$ cat src/rtl/pwr_cntr_pkg.sv
// pwr_cntr_pkg: shared definitions for the transition-counter bank.
//   - default sizing constants for the counter bank and readout bus
//   - saturation value for the default counter width
//   - readout FSM state encoding
package pwr_cntr_pkg;

    localparam int NUM_CNTR_DEF = 5;
    localparam int ADDR_W_DEF   = 3;
    localparam int CNT_W_DEF    = 32;

    // All-ones value a default-width counter sticks at once it saturates.
    localparam logic [CNT_W_DEF-1:0] CNT_SAT_DEF = '1;

    typedef enum logic [1:0] {
        ST_IDLE = 2'd0,
        ST_SEND = 2'd1,
        ST_FIN  = 2'd2
    } state_e;

endpackage

$ cat src/rtl/pwr_cntr_cell.sv
// pwr_cntr_cell: one saturating transition counter with sticky overflow.
// Ports:
//   clk_i, rst_ni : clock, asynchronous active-low reset
//   clr_i         : synchronous clear of count and overflow (beats inc_i)
//   inc_i         : increment request (already gated by the enable)
//   cnt_o         : live count
//   ovf_o         : set when an increment arrives at all-ones
module pwr_cntr_cell #(
    parameter int CNT_W = 32
) (
    input  logic             clk_i,
    input  logic             rst_ni,
    input  logic             clr_i,
    input  logic             inc_i,
    output logic [CNT_W-1:0] cnt_o,
    output logic             ovf_o
);

    localparam logic [CNT_W-1:0] SAT = {CNT_W{1'b1}};

    logic [CNT_W-1:0] cnt_q;
    logic             ovf_q;

    always_ff @(posedge clk_i or negedge rst_ni) begin
        if (!rst_ni) begin
            cnt_q <= '0;
            ovf_q <= 1'b0;
        end else if (clr_i) begin
            cnt_q <= '0;
            ovf_q <= 1'b0;
        end else if (inc_i) begin
            // Hold at all-ones instead of wrapping; remember that it happened.
            if (cnt_q == SAT) ovf_q <= 1'b1;
            else              cnt_q <= cnt_q + 1'b1;
        end
    end

    assign cnt_o = cnt_q;
    assign ovf_o = ovf_q;

endmodule

$ cat src/rtl/pwr_cntr_ctrl.sv
// pwr_cntr_ctrl: bank of saturating transition counters plus a readout
// scheduler that snapshots the bank on DUMP and streams it out by address.
// Ports:
//   CLK, RST_N : clock, asynchronous active-low reset
//   ENB        : counting enable (readout is unaffected)
//   EVT        : per-counter increment pulses
//   CLR        : synchronous clear of live counters and OVF
//   DUMP       : readout request, honoured only when idle
//   RD_ACK     : consumer accepts the current word
//   LE/DIR/DATO: word valid / address / snapshot data (0 when LE=0)
//   BUSY       : readout in progress (SEND or FIN)
//   DONE       : one-cycle pulse after the last word is accepted
//   OVF        : sticky saturation flags of the live counters
module pwr_cntr_ctrl
    import pwr_cntr_pkg::*;
#(
    parameter int NUM_CNTR = NUM_CNTR_DEF,
    parameter int ADDR_W   = ADDR_W_DEF,
    parameter int CNT_W    = CNT_W_DEF
) (
    input  logic                CLK,
    input  logic                RST_N,
    input  logic                ENB,
    input  logic [NUM_CNTR-1:0] EVT,
    input  logic                CLR,
    input  logic                DUMP,
    input  logic                RD_ACK,
    output logic                LE,
    output logic [ADDR_W-1:0]   DIR,
    output logic [CNT_W-1:0]    DATO,
    output logic                BUSY,
    output logic                DONE,
    output logic [NUM_CNTR-1:0] OVF
);

    localparam logic [ADDR_W-1:0] LAST = ADDR_W'(NUM_CNTR - 1);

    logic [CNT_W-1:0] cnt    [NUM_CNTR];
    logic [CNT_W-1:0] snap_q [NUM_CNTR];

    state_e            state_q;
    logic              le_q, busy_q, done_q;
    logic [ADDR_W-1:0] dir_q;
    logic [CNT_W-1:0]  dato_q;

    for (genvar g = 0; g < NUM_CNTR; g++) begin : g_cell
        pwr_cntr_cell #(.CNT_W(CNT_W)) u_cell (
            .clk_i  (CLK),
            .rst_ni (RST_N),
            .clr_i  (CLR),
            .inc_i  (ENB & EVT[g]),
            .cnt_o  (cnt[g]),
            .ovf_o  (OVF[g])
        );
    end

    always_ff @(posedge CLK or negedge RST_N) begin
        if (!RST_N) begin
            state_q <= ST_IDLE;
            le_q    <= 1'b0;
            busy_q  <= 1'b0;
            done_q  <= 1'b0;
            dir_q   <= '0;
            dato_q  <= '0;
            for (int i = 0; i < NUM_CNTR; i++) snap_q[i] <= '0;
        end else begin
            done_q <= 1'b0;
            case (state_q)
                ST_IDLE: begin
                    if (DUMP) begin
                        // cnt[] still holds the pre-edge values here, so this
                        // edge's CLR/EVT never leak into the snapshot. Word 0
                        // is taken straight from the live value because
                        // snap_q is only written at this same edge.
                        for (int i = 0; i < NUM_CNTR; i++) snap_q[i] <= cnt[i];
                        dir_q   <= '0;
                        dato_q  <= cnt[0];
                        le_q    <= 1'b1;
                        busy_q  <= 1'b1;
                        state_q <= ST_SEND;
                    end
                end
                ST_SEND: begin
                    if (RD_ACK) begin
                        if (dir_q == LAST) begin
                            le_q    <= 1'b0;
                            dato_q  <= '0;
                            done_q  <= 1'b1;
                            state_q <= ST_FIN;
                        end else begin
                            dir_q  <= dir_q + 1'b1;
                            dato_q <= snap_q[dir_q + 1'b1];
                        end
                    end
                end
                ST_FIN: begin
                    busy_q  <= 1'b0;
                    state_q <= ST_IDLE;
                end
                default: state_q <= ST_IDLE;
            endcase
        end
    end

    assign LE   = le_q;
    assign DIR  = dir_q;
    assign DATO = dato_q;
    assign BUSY = busy_q;
    assign DONE = done_q;

endmodule
$ cat config.mk
export PLATFORM = sky130hd
export DESIGN_NAME = pwr_cntr_ctrl
export DESIGN_NICKNAME = d
export VERILOG_FILES = /design/src/rtl/pwr_cntr_pkg.sv /design/src/rtl/pwr_cntr_cell.sv /design/src/rtl/pwr_cntr_ctrl.sv
export SDC_FILE = /design/constraint.sdc
export NUM_CORES = 1
export LEC_CHECK = 0
export CELL_PAD_IN_SITES_DETAIL_PLACEMENT = 1
export CELL_PAD_IN_SITES_GLOBAL_PLACEMENT = 1
export CORE_MARGIN = 1
export CORE_UTILIZATION = 45
export CTS_BUF_LIST = sky130_fd_sc_hd__clkbuf_4 sky130_fd_sc_hd__clkbuf_8
export CTS_CLUSTER_DIAMETER = 200
export DETAILED_ROUTE_END_ITERATION = 12
export GPL_ROUTABILITY_DRIVEN = 1
export GPL_TIMING_DRIVEN = 0
export PLACE_DENSITY = 0.85
export REMOVE_ABC_BUFFERS = 1
export SYNTH_ARGS = -nofsm -noshare
export SYNTH_HDL_FRONTEND = slang
export SYNTH_SLANG_ARGS = --single-unit
$ cat constraint.sdc
create_clock -name CLK -period 2.51 [get_ports CLK]
set_input_delay 0.251 -clock CLK [delete_from_list [all_inputs] [get_ports CLK]]
set_output_delay 0.251 -clock CLK [all_outputs]
set_load 0.03 [all_outputs]
==> impl_metrics.ini <==
[pwr]
p_leak_nw = 8.668
vdd_drop_max_v = 0.0004673
powerDensity_nw_per_um2 = 779.3

[layout]
areaGrowthSynthToFinish_pct = 15.41
final_net_count = 1693
fin_cells = 2235
num_antenna_cells = 0
fin_util_pct = 53.05
fin_area_um2 = 20650
drive_above_1_share_pct = 24.05

[clock_network]
clockRootBuffer = clkbuf_8
cts_num_sinks = 365
cts-htree-levels = 2
insertion_delay_ns = 0.64
clk_pin_slew_ns = 0.06
cts_tree = yes
cts_buffer_depth = 3
cts_buffers = 59

[global_routing]
grt_max_degree = 124
antenna_found_initial = 1
grt_overflow = 0
grt_pass1_vias = 14788
grt_usage_pct = 25.53
grt_pass1_wl_um = 83280

[placement]
dp_hpwl_um = 33860
dpl_cell_area_um2 = 19020
dpl.cell_count = 2104
io_buffers = 53
place_congestion = 0.8725

[route]
wl_met1_um = 22050
drtPass1Iterations = 5
vias = 14133
antenna_left = 0
drc = 0
wl_um = 51620
highest_layer = met4
wl_met3_um = 2389
wire_per_inst_um = 23.09
vias_per_cell = 6.323
dr_wl_met2_um = 25570
drtIter0Drc = 1134

[timing]
setup_viol = 0
slew_viol_final = 0
hold_viol_final = 0
worst_pin_slew_ns = 0.8256
fin_worst_skew_ns = 0.02123
rsz0062_at_grt = true
min_period_ns = 2.509
holdWs_ns = 0.09659
fin_crit_sh_pct = 99.94
fmax_mhz = 398.6
slew-limit-headroom_pct = 44.26
tns_ns = 0

[yosys]
syn_area_um2 = 17890
synth-seq-area-share_pct = 51.06
synth-main-ff-cell = dfrtp_1
yosysTopAreaCellShare_pct = 51.06
yosys.area.top_type = dfrtp_1
avgSynthCellArea_um2 = 11.10
ys_warn_count = 0
ys_ff_latch = 365
synth_edf_count = 0
yosysMostFrequentCell = dfrtp_1
async_flop_share_pct = 100.0
synth_common_cells = 365 x dfrtp_1, 167 x mux2_2, 153 x a21oi_1
ys_types = 68
syn_inst = 1612
synth.area.top_cells = dfrtp_1 51%, mux2_2 11%, a21oi_1 4.3%

[critical_path]
cp_max_fo = 10
crit_arrival_ns = 2.97
crit_required_ns = 2.97
critPathKind = reg -> reg
crit_path_top_delay_cell = or3_1
endpoint_kind = register
critPathLaunchType = register
crit_path_cell_trace = nand4_1 > or3_1 > nor4_4 > buf_4 > or4_1 > a21oi_1
cpPeakStageDelay_ns = 0.62

[die]
rows = 72
dieArea_um2 = 40560
die_y_um = 201.4
core-area_um2 = 38920
ios = 54
initial_core_util_pct = 45.97
die_w_um = 201.4

[worst_hold_path]
hold_class = in -> reg

[outcome]
status = finished, final reports clean

[job]
maxCapViolCount = 0
-- report_power, final --
part / switching, W / internal [W]
clock network: 0.00244 / 0.00286
registers: 0.000266 / 0.00626
logic: 0.00258 / 0.00169
total: 0.00529 / 0.0108
-- worst max-delay path, delay by kind of cell (launching register included) --
kind,cells,cell delay (ns)
flip-flops,1,0.46
AND/OR/NAND/NOR,4,1.57
buffers and inverters,1,0.22
AO/OA/AOI/OAI,1,0.09
-- state kept, by name (all words and copies together) (netlist names) --
| register | count |
|---|---|
| state_q | 2 |
| DIR | 3 |
| LE | 1 |
| BUSY | 1 |
| DATO | 32 |
| snap_q | 160 |
| g_cell.u_cell.ovf_o | 5 |
| g_cell.u_cell.cnt_o | 160 |
| DONE | 1 |
-- path summary, 6_finish.rpt --
| check | to | startpoint | slack [ns] | cells past startpoint |
|---|---|---|---|---|
| max in group asynchronous | g_cell[3].u_cell.cnt_o[26] | RST_N | 0.92 | 4 |
| worst max register to register | g_cell[3].u_cell.cnt_o[12] | g_cell[3].u_cell.cnt_o[8] | 0.001 | 6 |
| worst min-delay path | g_cell[2].u_cell.cnt_o[24] | CLR | 0.1 | 2 |
| worst max-delay path | g_cell[3].u_cell.cnt_o[12] | g_cell[3].u_cell.cnt_o[8] | 0.001 | 6 |
| min in group asynchronous | snap_q[4] | RST_N | 0.15 | 2 |
| worst min register to register | snap_q[33] | snap_q[33] | 0.50 | 1 |
-- layout make-up --
type,count,area [µm²]
Clock inverter,13,65.06
Fill cell,4091,18270
Clock buffer,90,1132
Multi-Input combinational cell,1123,8437
Inverter,22,82.58
Sequential cell,365,9138
Timing Repair Buffer,104,1145
Tap cell,518,648.1
-- layout by cell type (no fill, tap or decap), drive strengths merged, types with 4 or more instances in the layout --
| master | instances |
|---|---|
| nor4 | 19 |
| mux2 | 171 |
| xnor2 | 17 |
| buf | 52 |
| nand3 | 58 |
| and4 | 22 |
| inv | 22 |
| nand2b | 6 |
| clkbuf | 90 |
| a22o | 32 |
| nor3 | 28 |
| o41ai | 4 |
| nor2 | 97 |
| or2 | 4 |
| o31ai | 35 |
| dfrtp | 365 |
| clkinv | 13 |
| or3 | 63 |
| and3 | 28 |
| o2111ai | 6 |
| or4 | 37 |
| a31oi | 9 |
| mux4 | 32 |
| xor2 | 12 |
| nor2b | 12 |
| a21oi | 153 |
| nand2 | 65 |
| clkdlybuf4s50 | 50 |
| and2 | 11 |
| ha | 7 |
| o21ai | 66 |
| nand4 | 49 |
| a22oi | 32 |
-- routing by layer --
metal	global-route usage, %	up-vias
li1	-	6221
met1	34.31	7399
met2	42.56	384
met3	3.434	129
met4	8.712	0
met5	0	-
-- per-stage QoR --
stage	setup WS (ns)	power (W)
final	0.001385	0.01609
after global routing	-0.09629	0.01671
after CTS	0.0006137	0.01607
after detailed placement	-1.037	0.01046
after global placement	-16.97	0.009932
after floorplan	-11.00	0.008773
-- what timing repair did --
| action | in CTS | in global routing |
|---|---|---|
| pin swaps | 7 | 4 |
| endpoints found under the hold margin | 56 | 0 |
| endpoints found under the setup margin | 129 | 91 |
| hold buffers | 1 | 0 |
| resized for setup | 16 | 19 |
| gates cloned | 2 | 0 |
| buffers inserted | 10 | 15 |
-- cell families (layout without fill, tap and decap cells) --
| logic type | count (synthesis) | in the layout | share of synthesized area, % |
|---|---|---|---|
| XOR/XNOR | 29 | 29 | 1.420 |
| flip-flops | 365 | 365 | 51.06 |
| adder cells (fa/ha/maj) | 7 | 7 | 0.4896 |
| buffers and inverters | 126 | 229 | 3.049 |
| AND/OR/NAND/NOR | 509 | 510 | 16.00 |
| multiplexers | 206 | 206 | 15.00 |
| AO/OA/AOI/OAI | 370 | 371 | 12.99 |
Power figures use the tool's default switching activity.
==> RTL change 1, RTL diff (same flow settings) <==
Encoding of `state_e`: now one-hot (3 bits for 3 states).
--- a/src/rtl/pwr_cntr_pkg.sv
+++ b/src/rtl/pwr_cntr_pkg.sv
@@ -11,10 +11,10 @@
     // All-ones value a default-width counter sticks at once it saturates.
     localparam logic [CNT_W_DEF-1:0] CNT_SAT_DEF = '1;
 
-    typedef enum logic [1:0] {
-        ST_IDLE = 2'd0,
-        ST_SEND = 2'd1,
-        ST_FIN  = 2'd2
+    typedef enum logic [2:0] {
+        ST_IDLE = 3'b001,
+        ST_SEND = 3'b010,
+        ST_FIN  = 3'b100
     } state_e;
 
 endpackage
Formal check against the unedited RTL: no difference found for any inputs over 4 cycles, from zero or initial values and one cycle with RST_N low; so few cycles prove little.
==> RTL change 1 against the unedited design <==
Power shrank 3.8%; clock power grew 7.7%; sequential cell count up 1; fmax is 2.7% higher; combinational power decreased by 23%; sequential share of layout area down 0.30 points; clock skew up 0.029 ns; synthesized area fell by 0.50%; final area rose by 1.0%; worst hold slack lost 0.021 ns; setup slack gained 0.067 ns; routed wire length up 12%.
==> RTL change 1: results <==
export IMPL_min_path_type="in -> async"
export IMPL_grt_total_usage_pct=28.8
export IMPL_synthAdderAreaFrac_pct=0.492
export IMPL_nets=2009
export IMPL_wirelength_um=57600
export IMPL_critPathTopFamily="compound AO/OA/AOI/OAI gates"
export IMPL_synth_xor_area_share_pct=2.36
export IMPL_gp_congestion=0.835
export IMPL_slowest_delay_ns=0.51
export IMPL_ir_drop_mv=0.418
export IMPL_clock_latency_ns=0.65
export IMPL_place_area_um2=19100
export IMPL_grt_max_degree=120
export IMPL_hold_ws_ns=0.0756
export IMPL_cts_made_buffers=66
export IMPL_place_ws_ns=-1.18
export IMPL_synthDistinctLibCells=60
export IMPL_drive_gt1_share_pct=13.3
export IMPL_r2r_slack_ns=0.07
export IMPL_cts_resized_gates=25
export IMPL_synthCells=1929
export IMPL_cp_startpoint="DIR[0]$_DFFE_PN0P_"
export IMPL_ys_seq_area_share_pct=51.5
export IMPL_critical_path_peak_fanout=11
export IMPL_p_leak_uw=0.00908
export IMPL_drtIter0Drc=1257
export IMPL_r2r_cells=8
export IMPL_layoutNonFillerInstCount=2552
export IMPL_num_vias=15700
export IMPL_fin_crit_ns=2.44
export IMPL_synth_common_cells="nand2_1 (520), dfrtp_1 (365), nor2_1 (124)"
export IMPL_cts_setup_buffers=17
export IMPL_synth_area_leaders="dfrtp_1 (51%), nand2_1 (11%), mux4_2 (4.0%)"
export IMPL_synthMuxAreaShare_pct=5.03
export IMPL_fin_skew_ns=0.0501
export IMPL_antenna_found_initial=3
export IMPL_worst_pin_slew_ns=1.12
export IMPL_arrival_ns=2.99
export IMPL_synth_compound_area_share_pct=12.7
export IMPL_grt_pass1_wl_um=91600
export IMPL_status="finished, final reports clean"
export IMPL_dp_hpwl_um=38200
==> RTL change 1: cell types whose count changed after synthesis, moves of 11 or more <==
cell and delta:
o21ai_0 +17, nand2_1 +455, a21oi_1 -31, nor2_1 +28
xnor2_1 +12, o21a_1 +11, and3_1 -13, clkbuf_1 +20
mux2_2 -156
==> RTL change 1: final cells by class <==
type                       count  area share (%)
sequential                   366            44.0
multi-input combinational   1416            40.0
timing repair buffer         113            6.09
clock buffer                  97            5.92
tap                          518            3.11
inverter                      28           0.504
clock inverter                12           0.372
antenna                        2          0.0240
==> RTL change 1: power groups by stage <==
stage,Clock [µW],Sequential (µW),Combinational [µW]
floorplan,0,7100,1020
finish,5710,6480,3290
global route,6080,6520,3520
CTS,5790,6480,3270
detailed placement,0,6620,3180
global placement,0,6720,2690
==> RTL change 1: layer usage <==
layer,share of wire [%],GRT usage (%)
met3,5.6,4.84
met1,42,37.5
met4,4.3,14.4
met2,49,46.5
met5,0,0
==> RTL change 2, RTL diff (same flow settings) <==
Made on the original files. Set the package constant `ADDR_W_DEF` to 4 (it was 3).
--- a/src/rtl/pwr_cntr_pkg.sv
+++ b/src/rtl/pwr_cntr_pkg.sv
@@ -5,7 +5,7 @@
 package pwr_cntr_pkg;
 
     localparam int NUM_CNTR_DEF = 5;
-    localparam int ADDR_W_DEF   = 3;
+    localparam int ADDR_W_DEF   = 4;
     localparam int CNT_W_DEF    = 32;
 
     // All-ones value a default-width counter sticks at once it saturates.
Ports: changed (resized DIR); port bits go from 54 to 55. No check against the original RTL was run, so the function may have changed too.
==> RTL change 2 against the unedited design <==
The run now ends with setup timing left; non-clock buffer count grew 5; setup slack lost 0.13 ns; final area up 2.0%; sequential power hardly changed; critical endpoint is now g_cell[0].u_cell.cnt_o[26]$_DFFE_PN0P_; routed wire length is 16% higher; worst hold slack improved by 0.024 ns; global-route usage grew 3.1 points; sequential share of layout area fell by 0.76 points; sequential cell count up 1; power grew 6.4%; largest cell class unchanged; synthesized area grew 0.17%.
==> RTL change 2: results <==
export IMPL_p_leak_uw=0.00883
export IMPL_synthDistinctLibCells=62
export IMPL_met1_length_um=23400
export IMPL_grt_total_usage_pct=28.6
export IMPL_ys_seq_area_share_pct=51.1
export IMPL_slowest_delay_ns=0.48
export IMPL_status="complete, but fails checks"
export IMPL_fin_tns_setup_ns=-0.136
export IMPL_synthCells=1631
export IMPL_highest_layer="met5"
export IMPL_synthMuxAreaShare_pct=15.3
export IMPL_critical_path_peak_fanout=6
export IMPL_nNonClkBuffers=109
export IMPL_worst_pin_slew_ns=0.923
export IMPL_p_comb_uw=4550
export IMPL_met1_usage_pct=36.0
export IMPL_cts_resized_gates=22
export IMPL_violations="setup timing"
export IMPL_wl_per_cell_um=26.3
export IMPL_finalWorstSetupSlack_ns=-0.133
export IMPL_synth_compound_area_share_pct=12.3
export IMPL_fin_skew_ns=0.0505
export IMPL_clkCellAreaFrac_pct=6.65
export IMPL_layout_comb_gates_multi_input=1137
export IMPL_drive_gt1_share_pct=24.8
export IMPL_synth_xor_area_share_pct=1.37
export IMPL_regArea_um2=9160
export IMPL_min_path_type="in -> async"
export IMPL_setup_violations=2
export IMPL_crit_path_top_delay_cell="dfrtp_1"
export IMPL_place_area_um2=19100
export IMPL_drtIter0Drc=1608
export IMPL_antenna_found_initial=2
export IMPL_wl_met2_um=29400
export IMPL_synth_area_leaders="dfrtp_1 (51%), mux2_2 (11%), a21oi_1 (4.5%)"
export IMPL_switching_share_pct=32.8
export IMPL_grt_pass1_wl_um=91400
export IMPL_grt_use_met2_pct=48.3
-- RTL change 2: path summary, 6_finish.rpt --
kind                            slack (ns)  cells past startpoint                                      to                                  start
worst max-delay path                 -0.13                      7  g_cell[0].u_cell.cnt_o[26]$_DFFE_PN0P_  g_cell[0].u_cell.cnt_o[0]$_DFFE_PN0P_
worst min-delay path                  0.12                      2                        BUSY$_DFFE_PN0P_                                  RST_N
worst max register to register       -0.13                      7  g_cell[0].u_cell.cnt_o[26]$_DFFE_PN0P_  g_cell[0].u_cell.cnt_o[0]$_DFFE_PN0P_
worst min register to register        0.49                      2      g_cell[4].u_cell.ovf_o$_DFFE_PN0P_     g_cell[4].u_cell.ovf_o$_DFFE_PN0P_
max in group asynchronous             1.05                      4                  snap_q[39]$_DFFE_PN0P_                                  RST_N
min in group CLK                      0.14                      2   g_cell[3].u_cell.cnt_o[0]$_DFFE_PN0P_                                    CLR
